File: src/rtl/lzrw1_pkg.sv
// Shared types for the LZRW1 output packer: item/entry layouts, FSM states, group sizing.
package lzrw1_pkg;

  localparam int CW_BITS   = 16;
  localparam int MAX_GROUP = 16;

  typedef struct packed {
    logic        isCopy;
    logic [7:0]  literal;
    logic [3:0]  length;
    logic [11:0] offset;
  } itemT;

  typedef struct packed {
    logic       isCopy;
    logic [7:0] b0;
    logic [7:0] b1;
  } entryT;

  typedef enum logic [2:0] {
    IDLE,
    COLLECT,
    CW_LO,
    CW_HI,
    DATA
  } stateT;

  // A copy splits into {length, offset[11:8]} then offset[7:0]; a literal uses b0 only.
  function automatic entryT packEntry(input itemT it);
    entryT e;
    e.isCopy = it.isCopy;
    if (it.isCopy) begin
      e.b0 = {it.length, it.offset[11:8]};
      e.b1 = it.offset[7:0];
    end else begin
      e.b0 = it.literal;
      e.b1 = 8'h00;
    end
    return e;
  endfunction

endpackage

File: src/rtl/group_buffer.sv
// Register file holding one group of packed entries; single write port, combinational read.
module group_buffer
  import lzrw1_pkg::*;
(
  input  logic       clk,
  input  logic       rst_n,
  input  logic       wrEn,
  input  logic [3:0] wrIdx,
  input  entryT      wrData,
  input  logic [3:0] rdIdx,
  output entryT      rdData
);

  entryT rows [MAX_GROUP];

  genvar gi;
  generate
    for (gi = 0; gi < MAX_GROUP; gi++) begin : gRow
      entryT rowReg;

      always_ff @(posedge clk or negedge rst_n) begin
        if (!rst_n) begin
          rowReg <= '0;
        end else if (wrEn && (wrIdx == 4'(gi))) begin
          rowReg <= wrData;
        end
      end

      assign rows[gi] = rowReg;
    end
  endgenerate

  assign rdData = rows[rdIdx];

endmodule

File: src/rtl/compressed_stream_packer.sv
// Collects compressor items into LZRW1 groups and serialises each as
// control word (low, high) followed by the item bytes, under backpressure.
module compressed_stream_packer
  import lzrw1_pkg::*;
#(
  parameter int GROUP_ITEMS = 16
) (
  input  logic        clk,
  input  logic        rst_n,
  input  logic        item_valid,
  output logic        item_ready,
  input  logic        item_is_copy,
  input  logic [7:0]  item_literal,
  input  logic [3:0]  item_length,
  input  logic [11:0] item_offset,
  input  logic        item_last,
  output logic        out_valid,
  input  logic        out_ready,
  output logic [7:0]  out_byte,
  output logic        out_last,
  output logic        done
);

  stateT               stateReg, stateNext;
  logic [4:0]          itemCntReg, itemCntNext;
  logic [CW_BITS-1:0]  cwReg, cwNext;
  logic                lastGrpReg, lastGrpNext;
  logic [3:0]          rdIdxReg, rdIdxNext;
  logic                halfReg, halfNext;
  logic                curIsCopyReg, curIsCopyNext;
  logic [7:0]          curB1Reg, curB1Next;
  logic                itemReadyReg, itemReadyNext;
  logic                outValidReg, outValidNext;
  logic [7:0]          outByteReg, outByteNext;
  logic                outLastReg, outLastNext;
  logic                doneReg, doneNext;

  logic  accept;
  logic  fire;
  logic  wrEn;
  logic  isFinalIdx;
  logic  nextIsFinal;
  logic [3:0] rdAddr;
  itemT  inItem;
  entryT wrData;
  entryT rdData;

  assign inItem = '{isCopy: item_is_copy, literal: item_literal,
                    length: item_length, offset: item_offset};
  assign wrData = packEntry(inItem);

  assign accept = item_valid && itemReadyReg;
  assign fire   = outValidReg && out_ready;

  // The read port always points at the entry that will be loaded next, so
  // each output byte is ready in the register on the edge that needs it.
  assign rdAddr      = (stateReg == CW_HI) ? 4'd0 : rdIdxReg + 4'd1;
  assign isFinalIdx  = ({1'b0, rdIdxReg} == itemCntReg - 5'd1);
  assign nextIsFinal = ({1'b0, rdAddr} == itemCntReg - 5'd1);

  group_buffer uBuffer (
    .clk    (clk),
    .rst_n  (rst_n),
    .wrEn   (wrEn),
    .wrIdx  (itemCntReg[3:0]),
    .wrData (wrData),
    .rdIdx  (rdAddr),
    .rdData (rdData)
  );

  always_comb begin
    stateNext     = stateReg;
    itemCntNext   = itemCntReg;
    cwNext        = cwReg;
    lastGrpNext   = lastGrpReg;
    rdIdxNext     = rdIdxReg;
    halfNext      = halfReg;
    curIsCopyNext = curIsCopyReg;
    curB1Next     = curB1Reg;
    outValidNext  = outValidReg;
    outByteNext   = outByteReg;
    outLastNext   = outLastReg;
    doneNext      = 1'b0;
    wrEn          = 1'b0;

    unique case (stateReg)
      IDLE: stateNext = COLLECT;

      COLLECT: begin
        if (accept) begin
          wrEn        = 1'b1;
          cwNext      = cwReg | (CW_BITS'(item_is_copy) << itemCntReg[3:0]);
          itemCntNext = itemCntReg + 5'd1;
          if ((itemCntNext == 5'(GROUP_ITEMS)) || item_last) begin
            stateNext    = CW_LO;
            lastGrpNext  = item_last;
            outValidNext = 1'b1;
            outByteNext  = cwNext[7:0];
            outLastNext  = 1'b0;
          end
        end
      end

      CW_LO: begin
        if (fire) begin
          stateNext   = CW_HI;
          outByteNext = cwReg[15:8];
        end
      end

      CW_HI: begin
        if (fire) begin
          stateNext     = DATA;
          rdIdxNext     = 4'd0;
          halfNext      = 1'b0;
          curIsCopyNext = rdData.isCopy;
          curB1Next     = rdData.b1;
          outByteNext   = rdData.b0;
          outLastNext   = lastGrpReg && nextIsFinal && !rdData.isCopy;
        end
      end

      DATA: begin
        if (fire) begin
          if (curIsCopyReg && !halfReg) begin
            halfNext    = 1'b1;
            outByteNext = curB1Reg;
            outLastNext = lastGrpReg && isFinalIdx;
          end else if (isFinalIdx) begin
            cwNext       = '0;
            itemCntNext  = 5'd0;
            rdIdxNext    = 4'd0;
            halfNext     = 1'b0;
            outValidNext = 1'b0;
            outLastNext  = 1'b0;
            doneNext     = lastGrpReg;
            stateNext    = lastGrpReg ? IDLE : COLLECT;
          end else begin
            rdIdxNext     = rdAddr;
            halfNext      = 1'b0;
            curIsCopyNext = rdData.isCopy;
            curB1Next     = rdData.b1;
            outByteNext   = rdData.b0;
            outLastNext   = lastGrpReg && nextIsFinal && !rdData.isCopy;
          end
        end
      end

      default: stateNext = IDLE;
    endcase

    itemReadyNext = (stateNext == COLLECT);
  end

  always_ff @(posedge clk or negedge rst_n) begin
    if (!rst_n) begin
      stateReg     <= IDLE;
      itemCntReg   <= '0;
      cwReg        <= '0;
      lastGrpReg   <= 1'b0;
      rdIdxReg     <= '0;
      halfReg      <= 1'b0;
      curIsCopyReg <= 1'b0;
      curB1Reg     <= '0;
      itemReadyReg <= 1'b0;
      outValidReg  <= 1'b0;
      outByteReg   <= '0;
      outLastReg   <= 1'b0;
      doneReg      <= 1'b0;
    end else begin
      stateReg     <= stateNext;
      itemCntReg   <= itemCntNext;
      cwReg        <= cwNext;
      lastGrpReg   <= lastGrpNext;
      rdIdxReg     <= rdIdxNext;
      halfReg      <= halfNext;
      curIsCopyReg <= curIsCopyNext;
      curB1Reg     <= curB1Next;
      itemReadyReg <= itemReadyNext;
      outValidReg  <= outValidNext;
      outByteReg   <= outByteNext;
      outLastReg   <= outLastNext;
      doneReg      <= doneNext;
    end
  end

  assign item_ready = itemReadyReg;
  assign out_valid  = outValidReg;
  assign out_byte   = outByteReg;
  assign out_last   = outLastReg;
  assign done       = doneReg;

endmodule

File: config.mk
export PLATFORM = sky130hd
export DESIGN_NAME = compressed_stream_packer
export DESIGN_NICKNAME = d
export VERILOG_FILES = /design/src/rtl/lzrw1_pkg.sv /design/src/rtl/group_buffer.sv /design/src/rtl/compressed_stream_packer.sv
export SDC_FILE = /design/constraint.sdc
export NUM_CORES = 1
export LEC_CHECK = 0
export BUFFER_PORTS_ARGS = -buffer_cell sky130_fd_sc_hd__buf_2
export CORE_MARGIN = 4
export CORE_UTILIZATION = 45
export CTS_CLUSTER_DIAMETER = 150
export DETAILED_ROUTE_END_ITERATION = 10
export RECOVER_POWER = 25
export SLEW_MARGIN = 0
export SYNTH_ARGS = -nofsm -noshare
export SYNTH_HDL_FRONTEND = slang
export SYNTH_SLANG_ARGS = --single-unit
File: constraint.sdc
create_clock -name clk -period 3.1 [get_ports clk]
set_input_delay 0.465 -clock clk [delete_from_list [all_inputs] [get_ports clk]]
set_output_delay 0.465 -clock clk [all_outputs]
set_load 0.005 [all_outputs]
==> impl_metrics.yaml <==
placement:
  gp_congestion: 0.855
  io_buffer_count: 41
  hpwl_um: 28500
clock_network:
  cts_tree: "built"
  cts.path.max_buffers: 3
  htreeDepth: 2
  cts_resized: 0
  tritoncts.num_buffers: 37
  clk_pin_slew_ns: 0.06
  post_cts_buffers: 0
  cts.sinks: 323
  cts-root-buf: "clkbuf_16"
  clock_latency_ns: 0.54
finish:
  drive_above_1_share_pct: 17.4
  areaGrowthSynthToFinish_pct: 14.1
  nNetsFinal: 1645
  num_antenna_cells: 0
  fillerInstances: 3106
  final_cell_mix: "dfrtp_1, nand2_1, o21ai_0"
  final_common_cell: "dfrtp_1"
  final_util_pct: 52.2
power_and_ir_drop:
  seqPwrFrac_pct: 41.0
  comb_power_share_pct: 28.2
  power.density_nw_per_um2: 850
  swShare_pct: 33.4
  clkPwrFrac_pct: 30.9
  p_int_w: 0.00990
  leakagePower_nw: 7.84
  power_switching_w: 0.00497
  peakVddDrop_mv: 0.487
synth:
  synth-edff-count: 0
  ys_warn_count: 0
  synth_area_per_cell_um2: 9.62
  yosys.area.top_type_share_pct: 52.7
  ys_seq_area_share_pct: 52.7
  yosys.area.top_type: "dfrtp_1"
  async_flop_share_pct: 100
  ys_top_cells_by_area: "dfrtp_1, o21ai_0, nand2_1"
  yosysUniqueCellTypes: 72
  ys_seq_elements: 323
  synth-main-ff-cell: "dfrtp_1"
  syn_nets: 1628
  syn_area_um2: 15300
  syn_inst: 1593
run:
  maxCapViolations: 1
critical_path:
  worst_setup_path_start_kind: "flop"
  cp_max_fo: 9
  worstSetupPathType: "flop to flop"
  crit_path_cell_trace: "inv_1 -> ha_1 -> xor2_2 -> o32ai_1 -> o2111ai_4 -> a21oi_1 -> a211o_1 -> buf_4 -> mux2_2"
  cp-end-kind: "flop"
  worst_path_max_delay_cell: "o32ai_1"
  crit_arrival_ns: 3.19
  crit_path_max_incr_delay_ns: 0.43
  critPathRequiredTime_ns: 3.50
timing:
  tightest_slew_ns: 1.92
  maxSlewViolCount: 65
  rsz0062_at_grt: "false"
  clock.fmax_mhz: 358
  final.setup.tns_ns: 0
  finalCritPeriodShare_pct: 90.0
  finalClockSkew_ns: 0.0181
  hold_viol_final: 0
  slew_headroom_pct: -28.0
  report.final.setup_viol: 0
  timing.hold.ws_ns: 0.175
  period_minus_slack_ns: 2.79
detailed_routing:
  drt_iter0_drc: 932
  wl_per_cell_um: 21.4
  drt-pass1-iter-count: 5
  wirelength_um: 44700
  drc_errors: 0
  vias: 12029
  vias_per_cell: 5.76
  ant_nets: 0
floorplanning:
  die_w_um: 193
  fp.coreArea_um2: 33500
  dieArea_um2: 37100
  fp.dieH_um: 193
  row_count: 67
  initial_core_util_pct: 45.7
  io-pin-count: 42
grt:
  grt_pass1_vias: 11808
  grt_pass1_wl_um: 70800
  grt_max_degree: 71
  grt_overflow: 0
  antenna_found_initial: 0
  track_usage_pct: 24.6
outcome:
  violations: "capacitance limit, slew limit"
  outcome: "finished with violations"
min_path:
  hold_path_class: "input port to flop"
==> what timing repair did <==
item,in CTS,in global routing
setup endpoints to repair,0,0
hold buffers,1,0
endpoints found under the hold margin,62,0
==> through the flow <==
| stage | cell area [um2] | setup slack (ns) | instances | total power (W) |
|---|---|---|---|---|
| floorplan | 15300 | 0.502 | 1593 | 0.00887 |
| detailed placement | 16200 | 0.370 | 2018 | 0.0103 |
| CTS | 17500 | 0.348 | 2087 | 0.0149 |
| global route | 17500 | 0.124 | 2087 | 0.0157 |
| finish | 17500 | 0.310 | 2087 | 0.0149 |
| global placement | 16200 | 0.491 | 2018 | 0.0102 |
==> layout make-up <==
type,instances,area [um2],share of cell area [%]
clock buffers,59,1150,6.56
clock inverters,9,150,0.858
inverters,9,33.8,0.193
multi-input cells,1117,6600,37.7
flip-flops and latches,323,8090,46.2
well taps,448,561,3.20
repair buffers,122,916,5.23
==> path summary, 6_finish.rpt <==
kind                       slack [ns]                                endpoint  cells after the start                                   start
min reg2reg                      0.47  uBuffer.gRow[15].rowReg[3]$_DFFE_PN0P_                      2  uBuffer.gRow[15].rowReg[3]$_DFFE_PN0P_
min in group asynchronous        1.00                          done$_DFF_PN0_                      2                                   rst_n
min                              0.18                  lastGrpReg$_DFFE_PN0P_                      3                               item_last
max in group asynchronous        0.52   uBuffer.gRow[6].rowReg[4]$_DFFE_PN0P_                      3                                   rst_n
max reg2reg                      0.31                 curB1Reg[1]$_DFFE_PN0P_                      9               itemCntReg[1]$_DFFE_PN0P_
max                              0.31                 curB1Reg[1]$_DFFE_PN0P_                      9               itemCntReg[1]$_DFFE_PN0P_
==> registers in the layout, summed over array words and instances (netlist names), 3 cells and up <==
| register | count |
|---|---|
| stateReg | 3 |
| curB1Reg | 8 |
| rdIdxReg | 4 |
| cwReg | 16 |
| out_byte | 8 |
| itemCntReg | 5 |
| uBuffer.gRow.rowReg | 272 |
==> metal layers <==
layer	routed length [um]	share of wire [%]	vias up	GRT usage, %
met4	908	2.0	0	6.09
li1	-	-	5666	-
met3	2250	5.0	66	3.47
met1	20700	46	5988	35.1
met2	20900	47	309	39.8
met5	0	0	-	0
==> synthesized netlist by cell type, types with 8 or more instances <==
master,instances
a2111oi_0,9
a211oi_1,21
a21oi_1,55
a221oi_1,36
a31o_2,9
and3_1,13
buf_2,29
clkbuf_1,104
dfrtp_1,323
inv_1,8
mux2_2,71
mux2i_1,17
nand2_1,317
nand2b_1,8
nand3_1,14
nor2_1,29
nor2b_1,54
o21ai_0,289
o21ai_1,20
o22ai_1,21
o31ai_1,13
o32ai_1,14
xnor2_1,10
==> logic make-up (layout without fill, tap and decap cells) <==
group                      Yosys count  in the layout  synth area share [%]
AOI/OAI and AO/OA                  533            533                  20.9
xor gates and xnor gates            16             16                  1.01
adders and majority gates            5              5                 0.408
buffers and inverters              153            199                  4.23
DFF                                323            323                  52.7
muxes                               93             93                  6.99
and+or+nand+nor                    470            470                  13.8
==> worst max-delay path, delay by kind of cell, from the launching register on <==
kind	cells	cell delay, ns
multiplexers	1	0.36
AO/OA/AOI/OAI	4	1.02
adder cells (fa/ha/maj)	1	0.40
XOR/XNOR	1	0.15
flip-flops	1	0.38
buffers and inverters	2	0.33
==> power by group through the flow <==
stage | combinational [W] | sequential (W) | clock [W]
after floorplan | 0.00302 | 0.00585 | 0
after global placement | 0.00410 | 0.00610 | 0
after detailed placement | 0.00417 | 0.00614 | 0
after CTS | 0.00418 | 0.00607 | 0.00467
after global routing | 0.00469 | 0.00622 | 0.00485
final | 0.00419 | 0.00609 | 0.00459
No activity file was read; power rests on OpenSTA's default activity.
